===== src/rtl/matmul_pkg.sv =====
// Shared constants, serializer state type and slice helper for the 3x3 array multiplier.
// Used by the input stage and by matrix_result_serializer / result_byte_mux.
package matmul_pkg;

   localparam int N_ELEM     = 9;
   localparam int ELEM_W     = 18;
   localparam int BPE        = (ELEM_W + 7) / 8;
   localparam int N_BYTES    = N_ELEM * BPE;
   localparam int FLAT_W     = N_ELEM * ELEM_W;
   localparam int ELEM_IDX_W = $clog2(N_ELEM);
   localparam int BYTE_IDX_W = $clog2(BPE);

   localparam logic [ELEM_IDX_W-1:0] LAST_ELEM = ELEM_IDX_W'(N_ELEM - 1);
   localparam logic [BYTE_IDX_W-1:0] LAST_BYTE = BYTE_IDX_W'(BPE - 1);

   typedef enum logic [1:0] {
      IDLE = 2'd0,
      SEND = 2'd1,
      DONE = 2'd2
   } ser_state_t;

   // Bit offset of byte byte_idx of element elem inside a packed row-major matrix.
   function automatic int unsigned slice_lsb(input int unsigned elem, input int unsigned byte_idx);
      return elem * ELEM_W + byte_idx * 8;
   endfunction

endpackage


===== src/rtl/result_byte_mux.sv =====
// Combinational selector: one zero-padded byte of one element of the captured result matrix.
// Zero latency, no flow control; out-of-range indices yield 8'h00.
module result_byte_mux
   import matmul_pkg::*;
(
   input  logic [FLAT_W-1:0]     cap,
   input  logic [ELEM_IDX_W-1:0] elem_idx,
   input  logic [BYTE_IDX_W-1:0] byte_idx,
   output logic [7:0]            byte_out
);

   logic [BPE*8-1:0] padded [N_ELEM];

   for (genvar e = 0; e < N_ELEM; e++) begin : g_pad
      assign padded[e] = {{(BPE*8-ELEM_W){1'b0}}, cap[slice_lsb(e, 0) +: ELEM_W]};
   end

   always_comb begin
      byte_out = 8'h00;
      for (int e = 0; e < N_ELEM; e++) begin
         for (int b = 0; b < BPE; b++) begin
            if (elem_idx == ELEM_IDX_W'(e) && byte_idx == BYTE_IDX_W'(b)) begin
               byte_out = padded[e][b*8 +: 8];
            end
         end
      end
   end

endmodule


===== src/rtl/matrix_result_serializer.sv =====
// Captures the 3x3 product matrix on start and streams it little-endian, one byte per ready cycle;
// first byte one cycle after capture, outputs registered and held while stalled. Option: RESULT_SERIALIZER_CHECKSUM_EN.
module matrix_result_serializer
   import matmul_pkg::*;
(
   input  logic              clk,
   input  logic              rst,
   input  logic              start,
   input  logic [FLAT_W-1:0] c_flat,
   output logic [7:0]        out_data,
   output logic              out_valid,
   input  logic              out_ready,
   output logic              done
);

   ser_state_t            state;
   logic [FLAT_W-1:0]     cap_reg;
   logic [ELEM_IDX_W-1:0] elem_cnt;
   logic [BYTE_IDX_W-1:0] byte_cnt;

   logic [ELEM_IDX_W-1:0] nxt_elem;
   logic [BYTE_IDX_W-1:0] nxt_byte;
   logic [FLAT_W-1:0]     mux_src;
   logic [ELEM_IDX_W-1:0] mux_elem;
   logic [BYTE_IDX_W-1:0] mux_byte_idx;
   logic [7:0]            mux_out;
   logic                  last_data;

`ifdef RESULT_SERIALIZER_CHECKSUM_EN
   logic [7:0] csum;
   logic       csum_phase;
`endif

   always_comb begin
      last_data = (elem_cnt == LAST_ELEM) && (byte_cnt == LAST_BYTE);
      if (byte_cnt == LAST_BYTE) begin
         nxt_byte = '0;
         nxt_elem = elem_cnt + ELEM_IDX_W'(1);
      end else begin
         nxt_byte = byte_cnt + BYTE_IDX_W'(1);
         nxt_elem = elem_cnt;
      end
      // On capture the register is not loaded yet, so byte 0 comes from the live input.
      if (state == IDLE) begin
         mux_src      = c_flat;
         mux_elem     = '0;
         mux_byte_idx = '0;
      end else begin
         mux_src      = cap_reg;
         mux_elem     = nxt_elem;
         mux_byte_idx = nxt_byte;
      end
   end

   result_byte_mux u_byte_mux (
      .cap      (mux_src),
      .elem_idx (mux_elem),
      .byte_idx (mux_byte_idx),
      .byte_out (mux_out)
   );

   always_ff @(posedge clk) begin
      if (rst) begin
         state     <= IDLE;
         cap_reg   <= '0;
         elem_cnt  <= '0;
         byte_cnt  <= '0;
         out_data  <= 8'h00;
         out_valid <= 1'b0;
         done      <= 1'b0;
`ifdef RESULT_SERIALIZER_CHECKSUM_EN
         csum       <= 8'h00;
         csum_phase <= 1'b0;
`endif
      end else begin
         case (state)
            IDLE: begin
               if (start) begin
                  cap_reg   <= c_flat;
                  elem_cnt  <= '0;
                  byte_cnt  <= '0;
                  out_data  <= mux_out;
                  out_valid <= 1'b1;
                  state     <= SEND;
`ifdef RESULT_SERIALIZER_CHECKSUM_EN
                  csum       <= 8'h00;
                  csum_phase <= 1'b0;
`endif
               end
            end
            SEND: begin
               if (out_ready) begin
`ifdef RESULT_SERIALIZER_CHECKSUM_EN
                  csum <= csum ^ out_data;
                  if (csum_phase) begin
                     state     <= DONE;
                     out_valid <= 1'b0;
                     out_data  <= 8'h00;
                     done      <= 1'b1;
                     elem_cnt  <= '0;
                     byte_cnt  <= '0;
                  end else if (last_data) begin
                     // Trailer byte: running XOR folded with the data byte leaving now.
                     csum_phase <= 1'b1;
                     out_data   <= csum ^ out_data;
                  end else begin
                     elem_cnt <= nxt_elem;
                     byte_cnt <= nxt_byte;
                     out_data <= mux_out;
                  end
`else
                  if (last_data) begin
                     state     <= DONE;
                     out_valid <= 1'b0;
                     out_data  <= 8'h00;
                     done      <= 1'b1;
                     elem_cnt  <= '0;
                     byte_cnt  <= '0;
                  end else begin
                     elem_cnt <= nxt_elem;
                     byte_cnt <= nxt_byte;
                     out_data <= mux_out;
                  end
`endif
               end
            end
            DONE: begin
               if (!start) begin
                  state <= IDLE;
                  done  <= 1'b0;
               end
            end
            default: begin
               state     <= IDLE;
               out_valid <= 1'b0;
               out_data  <= 8'h00;
               done      <= 1'b0;
            end
         endcase
      end
   end

endmodule

===== config.mk =====
export PLATFORM = sky130hd
export DESIGN_NAME = matrix_result_serializer
export DESIGN_NICKNAME = d
export VERILOG_FILES = /design/src/rtl/matmul_pkg.sv /design/src/rtl/result_byte_mux.sv /design/src/rtl/matrix_result_serializer.sv
export SDC_FILE = /design/constraint.sdc
export NUM_CORES = 1
export LEC_CHECK = 0
export BUFFER_PORTS_ARGS = -buffer_cell sky130_fd_sc_hd__clkbuf_2
export CAP_MARGIN = 10
export CELL_PAD_IN_SITES_DETAIL_PLACEMENT = 1
export CELL_PAD_IN_SITES_GLOBAL_PLACEMENT = 2
export CORE_MARGIN = 1
export CORE_UTILIZATION = 31
export DETAILED_ROUTE_END_ITERATION = 12
export GPL_ROUTABILITY_DRIVEN = 0
export GPL_TIMING_DRIVEN = 0
export PLACE_DENSITY = 0.9
export REMOVE_ABC_BUFFERS = 1
export SLEW_MARGIN = 20
export SYNTH_ARGS = -nofsm -noshare
export SYNTH_HDL_FRONTEND = slang
export SYNTH_SLANG_ARGS = --single-unit

===== constraint.sdc =====
create_clock -name clk -period 3.2 [get_ports clk]
set_clock_uncertainty 0.15 [all_clocks]
set_input_delay 0.16 -clock clk [delete_from_list [all_inputs] [get_ports clk]]
set_output_delay 0.16 -clock clk [all_outputs]
set_load 0.05 [all_outputs]

; ---- Word-level counts from Yosys, hierarchy flattened
; Cells that the tools add are included.
[word_totals]
inputBits = 166
register_bits = 180
output_inout_bits = 10
elab_cells = 124
[op_classes]
muxes = 57
eq_ne = 18
add_sub_neg = 2
bitwise = 2
reduce_logical = 38
[ops]
columns = operator, count
row1 = $mux W8, 30
row2 = $mux W162, 1
row3 = $logic_and A1 B1 Y1, 28
row4 = $pmux W8 S3, 1
row5 = $mux W4, 5
row6 = $mux W2, 9
row7 = $eq A4 B3 Y1 const B, 4
row8 = $reduce_and A4 Y1, 3
row9 = $eq A4 B2 Y1 const B, 2
row10 = $eq A4 B4 Y1 const B, 2
row11 = $ne A2 B2 Y1 const B, 4
row12 = $pmux W4 S2, 1
row13 = $eq A2 B2 Y1 const B, 3
row14 = $mux W1, 6
row15 = $pmux W1 S3, 2
row16 = $pmux W2 S3, 1
row17 = $reduce_and A3 Y1, 2
row18 = $add A4 B1 Y4 const B, 1
row19 = $eq A2 B1 Y1 const B, 2
row20 = $eq A4 B1 Y1 const B, 1
row21 = $logic_not A2 Y1, 2
row22 = $logic_not A4 Y1, 1
row23 = $pmux W2 S2, 1
row24 = $add A2 B1 Y2 const B, 1
row25 = other kinds (3), 4

; ---- Depth between registers and ports, before layout
[logic_depth]
ltp_word = 35
depth_mapped = 12
ltp_nobuf = 10

; ---- Hierarchy
; Synthesis repeated with hierarchy kept, for this count alone.
[unflattened]
hier_cells = 1296
area_unflattened_um2 = 10352.4
[modules_own_cells]
columns = mod, area_each_um2, seq_area_each_um2, n_inst, cells_each
row1 = matrix_result_serializer, 8311.7, 3603.5, 1, 986
row2 = result_byte_mux, 2040.7, 0.0, 1, 310

; ---- Worst setup path after synthesis
; OpenSTA, ideal clock, no wires.
[synth_timing]
kind = reg-to-reg
from = register elem_cnt[0]
to = register out_data[6]
required_time_ps = 2936
setup_slack_ps = 280
setup_time_ps = 114
path_buffers = 1
synth_period_minus_slack_ps = 2920
path_stages_with_launch = 12
t_arrival_ps = 2656
cell_sequence = dfxtp_1 -> buf_2 -> inv_1 -> ha_1 -> nor4bb_1 -> a31oi_1 -> or4_1 -> nand2_1 -> a2111oi_0 -> a21oi_1 -> o21ai_1 -> a2111oi_0
[synth_between]
elab_chain_cells = 35
elab_cells_between_ends = 72
cone_classes = add/sub (1) / eq/ne (9) / mux (33) / reduce/logical (29)
[synth_rtl]
columns = element, line
row1 = start: declaration, matrix_result_serializer.sv:18  ; logic [ELEM_IDX_W-1:0] elem_cnt;
row2 = start signal: assignment, matrix_result_serializer.sv:120  ; elem_cnt <= nxt_elem;
row3 = $add A4 B1 Y4, matrix_result_serializer.sv:38  ; nxt_elem = elem_cnt + ELEM_IDX_W'(1);
row4 = $mux W4, matrix_result_serializer.sv:36  ; if (byte_cnt == LAST_BYTE) begin
row5 = $mux W4, matrix_result_serializer.sv:44  ; if (state == IDLE) begin
row6 = $logic_not A4 Y1, result_byte_mux.sv:22  ; if (elem_idx == ELEM_IDX_W'(e) && byte_idx == BYTE_IDX_W'(b)) begin
row7 = $logic_and A1 B1 Y1, result_byte_mux.sv:22
row8 = $mux W8 (27 in a row), result_byte_mux.sv:22
row9 = $mux W8, matrix_result_serializer.sv:112  ; if (last_data) begin
row10 = $mux W8, matrix_result_serializer.sv:92  ; if (out_ready) begin
row11 = $pmux W8 S3 (*), matrix_result_serializer.sv:76  ; case (state)
row12 = end signal: assignment, matrix_result_serializer.sv:82  ; out_data <= mux_out;
row13 = end signal: assignment, matrix_result_serializer.sv:122  ; out_data <= mux_out;
row14 = end: declaration, matrix_result_serializer.sv:10  ; output logic [7:0] out_data,
; Mark *: on every way between the ends. The rest lies on a longest branch, timed or not. The select of a mux whose other input is x is not followed.
; A chain may end at the register's enable or synchronous reset.

; ---- Worst setup path in the final report
[layout_timing]
from = register byte_cnt[0]
to = register out_data[7]
[layout_between]
elab_chain_cells = 35
elab_cells_between_ends = 77
cone_classes = add/sub (1) / eq/ne (11) / mux (35) / reduce/logical (30)
[layout_rtl]
columns = element, line
row1 = start: declaration, matrix_result_serializer.sv:19  ; logic [BYTE_IDX_W-1:0] byte_cnt;
row2 = start signal: assignment, matrix_result_serializer.sv:121  ; byte_cnt <= nxt_byte;
row3 = $add A2 B1 Y2 or $eq A2 B2 Y1 (tied branches), "matrix_result_serializer.sv:40, matrix_result_serializer.sv:35, matrix_result_serializer.sv:36"
row4 = $mux W2 or $mux W4 (tied branches), matrix_result_serializer.sv:36
row5 = $mux W2 or $mux W4 (tied branches), matrix_result_serializer.sv:44
row6 = $logic_not A2 Y1 or $logic_not A4 Y1 (tied branches), result_byte_mux.sv:22
row7 = $logic_and A1 B1 Y1, result_byte_mux.sv:22
row8 = $mux W8 (27 in a row), result_byte_mux.sv:22
row9 = $mux W8, matrix_result_serializer.sv:112
row10 = $mux W8, matrix_result_serializer.sv:92
row11 = $pmux W8 S3 (*), matrix_result_serializer.sv:76
; Marks and branches as above.

==> summary.md <==
| Metric | Value |
|---|---|
| Nets | 1734 |
| Vias | 10542 |
| Total GRT Usage | 25.0% |
| DP Wirelength | 23.3 mm |
| Main synth FF type | dfxtp_1 |
| Commonest non-fill, non-tap cells in the layout | nand2_1, a21oi_1, clkbuf_2, dfxtp_1, dlygate4sd3_1 |
| Max cap viols | 0 |
| Fin area | 13100 um^2 |
| Placeable Area | 28900 um^2 |
| Post-synth EDFFs | 0 |
| First-pass GRT wire length | 59.3 mm |
| DRC violations left | 0 |
| Setup crit start | byte_cnt[0]$_SDFFE_PP0P_ |
| Busiest grt layer | met2 |
| Die ar. | 30200 um^2 |
| Final hold vios | 0 |
| GR Util met3 | 3.48% |
| Hold WS | 0.0229 ns |
| CP max FO | 16 |
| Cell Area, Synth | 9160 um^2 |
| Max reg flops | 162 |
| Status | complete, but fails checks |
| Reg area | 3620 um^2 |
| # H-tree levels | 4 |
| Net Sw Power | 1.69 mW |
| R2r startpoint | byte_cnt[0]$_SDFFE_PP0P_ |
| Commonest non-fill, non-tap cell in the layout | nand2_1 |
| Number of DRC markers in iteration 0 | 789 |
| Antenna violations before repair | 0 |
| Vias in the first global route | 10909 |
| Final Setup Violations | 1 |
| Yosys cell types | 72 |
| CP Data Arrival Time | 3.40 ns |
| Clk sinks | 180 |
| Die Wd | 174 um |
| Rel. slew slack | 39.0% |
| Met2 usage | 43.4% |
| Peak Freq | 311 MHz |
| # IOs | 176 |
| Worst VDD drop | 0.339 mV |
| DP Area | 10400 um^2 |
| Initial Utilization | 31.8% |
| Antenna viol nets, final | 0 |
| Failing checks | setup timing |
| Area Overhead vs Synth | 43.0% |
| Crit start category | flop |
| PwrDens | 421 nW/um^2 |
| Final WS setup | -0.0140 ns |
| Rows | 62 |
| Drt total wl | 38.6 mm |
| GR Util met1 | 31.2% |
| Layout cell share with drive strength beyond 1 | 20.3% |
| DR vias/cell | 5.37 |
| IO Port Bufs | 175 |
| Fin. max-slew vios | 0 |
| Fraction of registers with async set/reset | 0% |
| Register share of total power | 44.1% |
| Drt pass-1 iters | 5 |
| Switch share | 30.5% |
| Antenna cells | 0 |
| CTS max path bufs | 2 |
| Req. time, crit path | 3.38 ns |
| HP Start | out_ready |
| Largest net degree at the start of global routing | 98 |
| WL per Instance | 19.7 um |
| Min Clock Period, post-route | 3.21 ns |
| Worst slew pin tran | 0.907 ns |
| Die Ht | 174 um |
| Yosys warning total | 0 |
| CTS tree | done |
| Worst-Skew Late Latency | 0.45 ns |
| Fin crit share | 100% |
| CTS Root Cell | clkbuf_16 |
| GR Overflow Total | 0 |
| Syn Area/Cell | 7.24 um^2 |
| Gate power share | 17.3% |
| Seq cells post-synth | 180 |
| Clock buffer count from CTS | 17 |
| Cells after Synth | 1266 |
| CTS clk-pin slew, worst paths | 0.08 ns |
| Cell internal pwr | 3.84 mW |
| HP Class | in -> reg |
| Crit path kind | reg -> reg |
| # fillers | 3565 |
| Clock network power share | 38.6% |
| Crit end category | flop |
| Sequential element share of the synthesized area | 39.3% |
| Leakage dissipation | 5.19 nW |
| Area of the multi-input gates | 5420 um^2 |
## synth_stat cells (5+ instances only)
cell type / number / share of area, %
a211oi_1: 6 / 0.49
a221oi_1: 10 / 0.96
nand4_1: 14 / 0.96
clkbuf_1: 72 / 2.9
nand2b_1: 9 / 0.61
or3_1: 6 / 0.41
a21oi_1: 212 / 12
o211ai_1: 6 / 0.49
nor2b_1: 6 / 0.41
nor2_1: 65 / 2.7
dfxtp_1: 180 / 39
o21ai_0: 35 / 1.9
a2111oi_0: 8 / 0.76
nor4_1: 6 / 0.41
a22o_1: 5 / 0.48
inv_1: 7 / 0.29
a22oi_1: 17 / 1.4
mux2i_1: 28 / 3.1
nand3_1: 15 / 0.82
a31oi_1: 9 / 0.61
nand2_1: 405 / 17
o21ai_1: 8 / 0.44
nor3_1: 14 / 0.76
a21o_1: 8 / 0.66
buf_2: 17 / 0.93
mux2_2: 16 / 2.0
## metal layers
metal | wire (um) | vias to the layer above
met5 | 0 | -
met4 | 1240 | 0
met3 | 1510 | 84
met2 | 19000 | 308
met1 | 16900 | 5159
li1 | - | 4991
## kinds of logic after synthesis
| logic type | share of synthesized area, % |
|---|---|
| AO/OA/AOI/OAI | 22.8 |
| XOR/XNOR | 0.382 |
| adder cells (fa/ha/maj) | 0.273 |
| buffers and inverters | 4.86 |
| flip-flops | 39.3 |
| multiplexers | 5.76 |
| AND/OR/NAND/NOR | 26.6 |
## worst paths after layout
check / cells past startpoint / end / slack [ns]
hold / removal: 6 / out_valid$_SDFFE_PP0P_ / 0.02
hold reg to reg: 2 / cap_reg[117]$_SDFFE_PP0P_ / 0.30
setup / recovery: 8 / out_data[7]$_SDFFE_PP0P_ / -0.01
setup reg to reg: 8 / out_data[7]$_SDFFE_PP0P_ / -0.01
## worst max-delay path: stages (launching register included)
cell,delay (ns)
dfxtp_4,0.55
nand2b_4,0.34
mux2_2,0.47
and3_4,0.25
a21o_1,0.21
a2111oi_2,0.56
o21ai_1,0.25
a21oi_1,0.24
o21ai_1,0.08
## power by group through the flow
stage | clock network (mW) | logic [mW] | registers (mW)
after CTS | 2.17 | 0.930 | 2.44
after floorplan | 0 | 0.386 | 2.49
after global routing | 2.27 | 1.03 | 2.45
final | 2.13 | 0.955 | 2.44
after global placement | 0 | 0.744 | 2.49
after detailed placement | 0 | 0.745 | 2.49
## per-stage QoR
stage / worst slack (ns) / instances / utilization [%] / power (mW) / TNS, ns
final: -0.0140 / 1963 / 45.4 / 5.52 / -0.0140
after CTS: -0.0496 / 1956 / 44.7 / 5.53 / -0.0675
after global placement: -13.72 / 1729 / 35.0 / 3.23 / -2096.45
after global routing: -0.0977 / 1963 / 45.4 / 5.75 / -0.160
after floorplan: -6.33 / 1170 / - / 2.88 / -917.12
after detailed placement: -1.27 / 1742 / 36.1 / 3.24 / -7.14
## layout make-up
class,instances,area share [%]
multi-input combinational,985,41.3
sequential,180,27.6
timing repair buffer,375,22.7
tap,384,3.67
clock buffer,17,3.25
clock inverter,15,1.19
inverter,7,0.200
## what timing repair did
action / CTS / global route
gates resized for setup: 38 / 28
endpoints found under the hold margin: 163 / 0
buffers inserted: 18 / 5
hold buffers: 163 / 0
setup endpoints to repair: 8 / 8
pin swaps: 7 / 9
cloned: 1 / 2
Note: power is estimated with default switching activity, not from simulation.
